[config.mk]
export PLATFORM = sky130hd
export DESIGN_NAME = seq_restoring_divider
export DESIGN_NICKNAME = d
export VERILOG_FILES = /design/src/rtl/seq_restoring_divider_pkg.sv /design/src/rtl/seq_restoring_divider_subtractor.sv /design/src/rtl/seq_restoring_divider.sv
export SDC_FILE = /design/constraint.sdc
export NUM_CORES = 1
export LEC_CHECK = 0
export ABC_AREA = 0
export BUFFER_PORTS_ARGS = -buffer_cell sky130_fd_sc_hd__buf_4
export CAP_MARGIN = 20
export CELL_PAD_IN_SITES_DETAIL_PLACEMENT = 1
export CELL_PAD_IN_SITES_GLOBAL_PLACEMENT = 2
export CORE_UTILIZATION = 39
export DETAILED_ROUTE_END_ITERATION = 7
export PLACE_DENSITY = 0.88
export SLEW_MARGIN = 15
export SYNTH_ARGS = -nofsm -noshare
export SYNTH_HDL_FRONTEND = slang
export SYNTH_SLANG_ARGS = --single-unit
[constraint.sdc]
create_clock -name clk -period 33.8 [get_ports clk]
set_input_delay 6.76 -clock clk [delete_from_list [all_inputs] [get_ports clk]]
set_output_delay 6.76 -clock clk [all_outputs]
set_load 0.02 [all_outputs]
[src/rtl/seq_restoring_divider_pkg.sv]
// Shared types and default widths for the sequential restoring divider.
package seq_restoring_divider_pkg;

  localparam int DEF_DIVIDEND_W = 50;
  localparam int DEF_DIVISOR_W  = 34;

  typedef enum logic [1:0] {
    IDLE = 2'd0,
    CALC = 2'd1,
    DONE = 2'd2
  } state_t;

  function automatic int cnt_width(input int w);
    return (w > 1) ? $clog2(w) : 1;
  endfunction

endpackage

[src/rtl/seq_restoring_divider_subtractor.sv]
// Unsigned ripple-borrow subtractor: diff = a - b, borrow set when b > a.
module unsigned_ripple_subtractor
  import seq_restoring_divider_pkg::*;
#(
  parameter int W = DEF_DIVISOR_W + 1
) (
  input  logic [W-1:0] a,
  input  logic [W-1:0] b,
  output logic [W-1:0] diff,
  output logic         borrow
);

  logic [W:0] chain;

  always_comb begin
    chain = '0;
    diff  = '0;
    for (int i = 0; i < W; i++) begin
      diff[i]      = a[i] ^ b[i] ^ chain[i];
      chain[i + 1] = (~a[i] & b[i]) | (~(a[i] ^ b[i]) & chain[i]);
    end
  end

  assign borrow = chain[W];

endmodule

[src/rtl/seq_restoring_divider.sv]
// Multi-cycle unsigned restoring divider, one quotient bit per cycle,
// valid/ready handshake on both the operand and the result side.
module seq_restoring_divider
  import seq_restoring_divider_pkg::*;
#(
  parameter int DIVIDEND_W = DEF_DIVIDEND_W,
  parameter int DIVISOR_W  = DEF_DIVISOR_W
) (
  input  logic                  clk,
  input  logic                  rst_n,
  input  logic                  in_valid,
  output logic                  in_ready,
  input  logic [DIVIDEND_W-1:0] dividend,
  input  logic [DIVISOR_W-1:0]  divisor,
  output logic                  out_valid,
  input  logic                  out_ready,
  output logic [DIVIDEND_W-1:0] quotient,
  output logic [DIVISOR_W-1:0]  remainder,
  output logic                  div_by_zero
);

  localparam int               CNT_W    = cnt_width(DIVIDEND_W);
  localparam logic [CNT_W-1:0] CNT_LAST = CNT_W'(DIVIDEND_W - 1);

  state_t state, state_nxt;

  logic [CNT_W-1:0]      count;
  logic [DIVIDEND_W-1:0] shreg;    // dividend bits leave at the MSB, quotient bits enter at the LSB
  logic [DIVISOR_W:0]    rem_r;
  logic [DIVISOR_W-1:0]  div_r;

  logic [DIVISOR_W:0] trial;
  logic [DIVISOR_W:0] diff;
  logic [DIVISOR_W:0] rem_nxt;
  logic               borrow;
  logic               qbit;
  logic               accept;
  logic               last;
  logic               retire;
  logic               zero_div;
  logic               r_msb_unused;

  // The top bit of R is provably zero after every step, so only the low bits feed the trial.
  assign trial        = {rem_r[DIVISOR_W-1:0], shreg[DIVIDEND_W-1]};
  assign r_msb_unused = rem_r[DIVISOR_W];
  assign zero_div     = (divisor == '0);

  unsigned_ripple_subtractor #(
    .W(DIVISOR_W + 1)
  ) u_sub (
    .a      (trial),
    .b      ({1'b0, div_r}),
    .diff   (diff),
    .borrow (borrow)
  );

  assign qbit    = ~borrow;
  assign rem_nxt = borrow ? trial : diff;

  always_ff @(posedge clk or negedge rst_n) begin
    if (!rst_n) state <= IDLE;
    else        state <= state_nxt;
  end

  always_comb begin
    state_nxt = state;
    in_ready  = 1'b0;
    out_valid = 1'b0;
    accept    = 1'b0;
    last      = 1'b0;
    retire    = 1'b0;
    case (state)
      IDLE: begin
        in_ready = 1'b1;
        accept   = in_valid;
        if (in_valid) state_nxt = zero_div ? DONE : CALC;
      end
      CALC: begin
        last = (count == '0);
        if (last) state_nxt = DONE;
      end
      DONE: begin
        out_valid = 1'b1;
        retire    = out_ready;
        if (out_ready) state_nxt = IDLE;
      end
      default: state_nxt = IDLE;
    endcase
  end

  // Control and result registers: cleared by reset, results only change when a new one lands.
  always_ff @(posedge clk or negedge rst_n) begin
    if (!rst_n) begin
      count       <= '0;
      quotient    <= '0;
      remainder   <= '0;
      div_by_zero <= 1'b0;
    end else if (accept) begin
      count <= CNT_LAST;
      if (zero_div) begin
        quotient    <= '1;
        remainder   <= '0;
        div_by_zero <= 1'b1;
      end
    end else if (state == CALC) begin
      if (last) begin
        quotient    <= {shreg[DIVIDEND_W-2:0], qbit};
        remainder   <= rem_nxt[DIVISOR_W-1:0];
        div_by_zero <= 1'b0;
      end else begin
        count <= count - 1'b1;
      end
    end
  end

  // Working datapath: always loaded on accept before use, so no reset needed.
  always_ff @(posedge clk) begin
    if (accept) begin
      shreg <= dividend;
      div_r <= divisor;
      rem_r <= '0;
    end else if (state == CALC) begin
      shreg <= {shreg[DIVIDEND_W-2:0], qbit};
      rem_r <= rem_nxt;
    end
  end

endmodule

== Yosys cells after proc, flatten, opt, wreduce, memory -nomap -nowiden ==
Index checks and enable logic that the tools add are counted.
Word-level totals
  input bits: 88
  word-level logic and storage cells: 288
  output and inout bits: 87
  flip-flop bits (word level): 211
Cells by class
  add/sub/neg operators: 1
  eq/ne operators: 7
  reduce and logical (&&, ||, !) cells: 8
  bitwise operators: 237
  mux-type cells: 27
Operator list (number)
  two-way mux 50 bit: 6
  two-way mux 34 bit: 5
  NOT 1 bit: 69
  AND 1 bit: 68
  bitwise XOR 1 bit: 67
  zero test 34 bit: 1
  bitwise OR 1 bit: 33
  two-way mux 6 bit: 3
  two-way mux 1 bit: 8
  two-way mux 2 bit: 4
  != test 2 bit, second input constant: 4
  zero test 6 bit: 1
  case mux 2 bit (3 select lines): 1
  AND reduction 3 bit: 2
  subtractor 6 x 1 -> 6 bit, second input constant: 1
  nonzero test 2 bit: 2
  == test 2 x 1 -> 1 bit, second input constant: 1
  == test 2 bit, second input constant: 1
  zero test 2 bit: 1
  != test 2 x 1 -> 1 bit, second input constant: 1
  AND reduction 2 bit: 1

== Logic depth before layout (Yosys ltp) ==
  depth after elaboration: 73
  gate-level depth with buffers: 43

== Modules after synthesis ==
A second synthesis with hierarchy kept.
Unflattened totals
  cells, all modules: 896
  area, all modules: 9669.3 um^2
By module, submodules not included
  seq_restoring_divider: times used 1, area an instance 8705.8 um^2, seq. area each 5530.3 um^2, cells an instance 789
  unsigned_ripple_subtractor: times used 1, area an instance 963.4 um^2, seq. area each 0.0 um^2, cells an instance 107

== Worst setup path after synthesis ==
Ideal clock, no wire load.
  kind: register to register
  start point: register shreg[49]
  end point: register remainder[1]
  stages on the path, launching flop included: 43
  setup slack: 19939 ps
  clock period less this slack: 13861 ps
  data arrival time: 13767 ps
  path buffers: 2
  data required time: 33706 ps
  setup time: 94 ps
  cells stage by stage: edfxtp_1 -> inv_1 -> ha_1 -> inv_1 -> fa_1 -> fa_1 -> fa_1 -> fa_1 -> fa_1 -> fa_1 -> fa_1 -> fa_1 -> fa_1 -> fa_1 -> fa_1 -> fa_1 -> fa_1 -> fa_1 -> [7 not listed] -> fa_1 -> fa_1 -> fa_1 -> fa_1 -> fa_1 -> fa_1 -> fa_1 -> fa_1 -> fa_1 -> fa_1 -> fa_1 -> inv_1 -> fa_1 -> nand2b_1 -> buf_2 -> buf_2 -> mux2i_1 -> a211oi_1
Between the ends
  longest elaborated chain between the ends: 73
  elaborated cells on any way between the ends: 74
Ends and longest elaborated chain
  start: declaration: RTL line seq_restoring_divider.sv:28  | logic [DIVIDEND_W-1:0] shreg;
  start signal: assignment: RTL line seq_restoring_divider.sv:119  | shreg <= dividend;
  start signal: assignment: RTL line seq_restoring_divider.sv:123  | shreg <= {shreg[DIVIDEND_W-2:0], qbit};
  NOT 1 bit (*): RTL line seq_restoring_divider_subtractor.sv:20  | chain[i + 1] = (~a[i] & b[i]) | (~(a[i] ^ b[i]) & chain[i]);
  AND 1 bit (*): RTL line seq_restoring_divider_subtractor.sv:20
  AND 1 bit: RTL line seq_restoring_divider_subtractor.sv:20
  bitwise OR 1 bit: RTL line seq_restoring_divider_subtractor.sv:20
  AND 1 bit: RTL line seq_restoring_divider_subtractor.sv:20
  bitwise OR 1 bit: RTL line seq_restoring_divider_subtractor.sv:20
  AND 1 bit: RTL line seq_restoring_divider_subtractor.sv:20
  bitwise OR 1 bit: RTL line seq_restoring_divider_subtractor.sv:20
  [57 not listed]
  bitwise OR 1 bit: RTL line seq_restoring_divider_subtractor.sv:20
  AND 1 bit: RTL line seq_restoring_divider_subtractor.sv:20
  bitwise OR 1 bit: RTL line seq_restoring_divider_subtractor.sv:20
  AND 1 bit: RTL line seq_restoring_divider_subtractor.sv:20
  two-way mux 34 bit (*): RTL line seq_restoring_divider.sv:58  | assign rem_nxt = borrow ? trial : diff;
  two-way mux 34 bit (*): RTL line seq_restoring_divider.sv:106  | if (last) begin
  two-way mux 34 bit (*): RTL line seq_restoring_divider.sv:105  | end else if (state == CALC) begin
  two-way mux 34 bit (*): RTL line seq_restoring_divider.sv:98  | end else if (accept) begin
  end signal: assignment: RTL line seq_restoring_divider.sv:108  | remainder <= rem_nxt[DIVISOR_W-1:0];
  end: declaration: RTL line seq_restoring_divider.sv:18  | output logic [DIVISOR_W-1:0] remainder,
Mark *: on every way between the ends. The rest lies on a longest branch, timed or not. The select of a mux whose other input is x is not followed.
A chain may end at the register's enable or synchronous reset.

== Worst setup path after layout ==
  start point: register shreg[49]
  end point: register remainder[0]
Between the ends
  longest elaborated chain between the ends: 73
  elaborated cells on any way between the ends: 74
Ends and longest elaborated chain (RTL line)
  NOT 1 bit: seq_restoring_divider_subtractor.sv:20
  AND 1 bit (2 in a row): seq_restoring_divider_subtractor.sv:20
  bitwise OR 1 bit: seq_restoring_divider_subtractor.sv:20
  AND 1 bit: seq_restoring_divider_subtractor.sv:20
  bitwise OR 1 bit: seq_restoring_divider_subtractor.sv:20
  AND 1 bit: seq_restoring_divider_subtractor.sv:20
  bitwise OR 1 bit: seq_restoring_divider_subtractor.sv:20
  AND 1 bit: seq_restoring_divider_subtractor.sv:20
  [56 not listed]
  bitwise OR 1 bit: seq_restoring_divider_subtractor.sv:20
  AND 1 bit: seq_restoring_divider_subtractor.sv:20
  bitwise OR 1 bit: seq_restoring_divider_subtractor.sv:20
  AND 1 bit: seq_restoring_divider_subtractor.sv:20
  two-way mux 34 bit (*): seq_restoring_divider.sv:58
  two-way mux 34 bit (*): seq_restoring_divider.sv:106
  two-way mux 34 bit (*): seq_restoring_divider.sv:105
  two-way mux 34 bit (*): seq_restoring_divider.sv:98
Marks and branches as above.

==> flow_metrics.tcl <==
set metrics [dict create \
    synth_sequential_area_ratio 0.5817 \
    buffer_ports.inserted 174 \
    synth-async-reset-ratio 0.4408 \
    drt_pre_antenna_iters 4 \
    cts_max_level 1 \
    timing_hold_violations_final 0 \
    detailroute.wirelength.met2_um 11680 \
    first_iter_violations 264 \
    maxSlewViolCount 0 \
    synth_cell_type_count 37 \
    yosys.cell_count.top_type "sky130_fd_sc_hd__nand2_1" \
    tns_ns 0 \
    fp.dieW_um 158.1 \
    grt_overflow_total 0 \
    synth.ff_latch_count 211 \
    critical_path.endpoint_type "flop" \
    highest-signal-layer "met4" \
    syn_area_per_cell_sq_um 11.02 \
    yosys_warnings 0 \
    power.net_switching_mw 0.4391 \
    synth.area.mux_share 0.03685 \
    hpwl_um 15520 \
    fp-row-count 56 \
    ys.flop_type "sky130_fd_sc_hd__dfrtp_1" \
    outcome "finished, final reports clean" \
    power_report.internal_total_mw 0.7449 \
    setup_violations 0 \
    synth_edf_count 84 \
    critical_path.max_stage_delay_ns 0.42 \
    grt_first_pass_wirelength_um 38630 \
    yosys.area_share.xor_xnor 0.001842 \
    drive_gt1_frac 0.2726 \
    seq_power_share 0.392 \
    cp.arrival_ns 15.40 \
    core-area_sq_mm 0.02368 \
    post_cts.repair.setup_buffers 0 \
    power.density_mw_per_mm2 99.80 \
    timing.setup.critical_path_class "flop to flop" \
    cts-buffers-inserted 24 \
    cell_count_after_synthesis 863 \
    min_path_type "flop to flop" \
    postRouteWirelength_um 23830 \
    initial_utilization 0.4015 \
    dieArea_sq_mm 0.02501 \
    grt_antenna_before_repair 0 \
    cts_tree "yes" \
    rsz0062_at_grt "no" \
    route.detailed.vias_per_inst 4.941 \
    cts_sinks 211 \
    ant_nets 0 \
    clock_power_share 0.217 \
    cts-resized-gates 0 \
    num-fill-cells 2597 \
    finish.utilization 0.5010 \
    dr_total_vias 6705 \
    timing.final.crit_period_ns 14.96 \
    final.setup_skew_ns 0.02506 \
    m1WireLength_um 10640 \
    wire_per_inst_um 17.56 \
    largest_family_of_logic_cells_by_synthesized_area "simple AND/OR/NAND/NOR gates" \
    cts-hold-fix-buffers 0 \
    netlist_area_sq_mm 0.009508 \
    synth_compound_gate_area_share 0.06014 \
    diodes 0 \
    cts_root_buf "sky130_fd_sc_hd__clkbuf_16" \
    timing.critical_path.fanout_max 26 \
    grt_usage 0.1991 \
    max_cap_viol_count 0 \
    grt_max_degree 77 \
    power.static_leakage_nw 5.263 \
    area_delta_synth_final_pct 24.78 \
    post-route-period-util 0.4425 \
    synth_area_leader_cell "sky130_fd_sc_hd__edfxtp_1" \
    worst_path_most_repeated_cell "sky130_fd_sc_hd__fa_1" \
    finalWeightedCongestion 0.7524 \
    netlist_top_cells_area "sky130_fd_sc_hd__edfxtp_1 27%, sky130_fd_sc_hd__dfrtp_1 24%, sky130_fd_sc_hd__nand2_1 10%" \
    synth_top_area_share 0.2653 \
    cp_data_required_time_ns 34.25 \
    clock.fmax_mhz 66.86 \
    ir_drop_v 0.00003472 \
    yosys.area_share.adder 0.07211 \
    clk_path_buf_depth 3 \
    worstMarginPinSlew_ns 0.8641 \
    placed_cells 1312 \
    insertion_delay_ns 0.53 \
    met3_wirelength_um 902 \
    nets 1143 \
    post_synth_most_frequent_cells "263 x sky130_fd_sc_hd__nand2_1, 93 x sky130_fd_sc_hd__dfrtp_1, 84 x sky130_fd_sc_hd__edfxtp_1" \
    final_cell_count_no_fill 1357 \
    synth-simple-area-share 0.2037 \
    timing.slew.headroom 0.4239 \
    path_clk_slew_ns 0.06 \
    io-pin-count 175 \
    switching_share 0.3708 \
    remaining_drc_errors 0 \
    dieHeight_um 158.1 \
    power.combinational.fraction 0.391 \
    worst_path_max_delay_cell "sky130_fd_sc_hd__fa_1" \
    first_global_vias 7207 \
    setup.worst_path.start_class "flop" \
    synth_fp_nets 986 \
]
[registers in the layout, summed over array words and instances (netlist names)]
| signal | count |
|---|---|
| div_by_zero | 1 |
| shreg | 50 |
| div_r | 34 |
| quotient | 50 |
| count | 6 |
| remainder | 34 |
| state | 2 |
| rem_r | 34 |
[worst paths after layout]
check / cells after the start / slack (ns) / to / from
worst min register to register: 2 / 0.49 / quotient[8]$_DFFE_PN0P_ / quotient[8]$_DFFE_PN0P_
worst max-delay path: 42 / 18.84 / remainder[0]$_DFFE_PN0P_ / shreg[49]$_DFFE_PP_
worst min-delay path: 2 / 0.49 / quotient[8]$_DFFE_PN0P_ / quotient[8]$_DFFE_PN0P_
min in group asynchronous: 1 / 6.11 / quotient[15]$_DFFE_PN0P_ / rst_n
max in group asynchronous: 3 / 26.73 / quotient[42]$_DFFE_PN0P_ / rst_n
worst max register to register: 42 / 18.84 / remainder[0]$_DFFE_PN0P_ / shreg[49]$_DFFE_PP_
[logic make-up (layout without fill, tap and decap cells)]
logic type,Yosys count,after routing
AND/OR/NAND/NOR,408,408
buffers and inverters,94,269
multiplexers,35,35
AO/OA/AOI/OAI,78,78
XOR/XNOR,2,2
flip-flops,211,211
adder cells (fa/ha/maj),35,35
[metal layers]
metal,vias to the layer above,global-route usage
met1,3319,0.2620
met4,0,0.06410
li1,3218,-
met5,-,0
met2,125,0.3373
met3,43,0.02902
[power groups by stage]
stage	combinational (mW)	sequential, mW	clock, mW
floorplan	0.274	0.496	0
global placement	0.446	0.467	0
detailed placement	0.467	0.470	0
CTS	0.470	0.466	0.263
global route	0.521	0.480	0.273
finish	0.463	0.465	0.256
[per-stage QoR]
step	hold WS (ns)	power (mW)	area [sq um]	worst slack (ns)
after detailed placement	0.4848	0.9365	11050	18.92
final	0.4905	1.184	11860	18.84
after floorplan	0.4566	0.7707	9508	19.94
after CTS	0.4915	1.200	11840	18.83
after global placement	0.4773	0.9127	11050	19.27
after global routing	0.5128	1.274	11860	18.31
[placed cells by master, fill, tap and decap left out, types with 2 or more instances in the layout]
cell and instances:
sky130_fd_sc_hd__clkbuf_16 24, sky130_fd_sc_hd__clkbuf_1 7, sky130_fd_sc_hd__dfxtp_1 34, sky130_fd_sc_hd__mux2i_1 35, sky130_fd_sc_hd__a211oi_1 67, sky130_fd_sc_hd__dfrtp_1 93
sky130_fd_sc_hd__inv_1 39, sky130_fd_sc_hd__xnor2_1 2, sky130_fd_sc_hd__a21oi_1 5, sky130_fd_sc_hd__clkbuf_8 6, sky130_fd_sc_hd__ha_1 2, sky130_fd_sc_hd__buf_4 184
sky130_fd_sc_hd__nand2_1 261, sky130_fd_sc_hd__nor2_1 72, sky130_fd_sc_hd__nand2_2 2, sky130_fd_sc_hd__nand3_1 2, sky130_fd_sc_hd__nand3_2 50, sky130_fd_sc_hd__nor4_2 3
sky130_fd_sc_hd__nor4_1 5, sky130_fd_sc_hd__fa_1 33, sky130_fd_sc_hd__nor3_1 2, sky130_fd_sc_hd__clkinv_2 2, sky130_fd_sc_hd__edfxtp_1 84, sky130_fd_sc_hd__clkinv_1 2
[cell type report]
| cell class | instances | area (sq um) | share of cell area |
|---|---|---|---|
| clock buffers | 37 | 709.4 | 0.05980 |
| inverters | 40 | 152.6 | 0.01287 |
| repair buffers | 185 | 1409 | 0.1188 |
| clock inverters | 7 | 75.07 | 0.006328 |
| flip-flops and latches | 211 | 5530 | 0.4661 |
| well taps | 319 | 399.1 | 0.03364 |
| multi-input cells | 558 | 3588 | 0.3025 |
[critical path: cells and delay by family, from the launching register on]
kind,cells,cell delay [ns]
flops,1,0.38
simple gates,2,0.34
compound gates,1,0.17
mux,1,0.28
buf+inv,4,0.58
fa+ha+maj,34,13.12
Note: power is estimated with default switching activity, not from simulation.
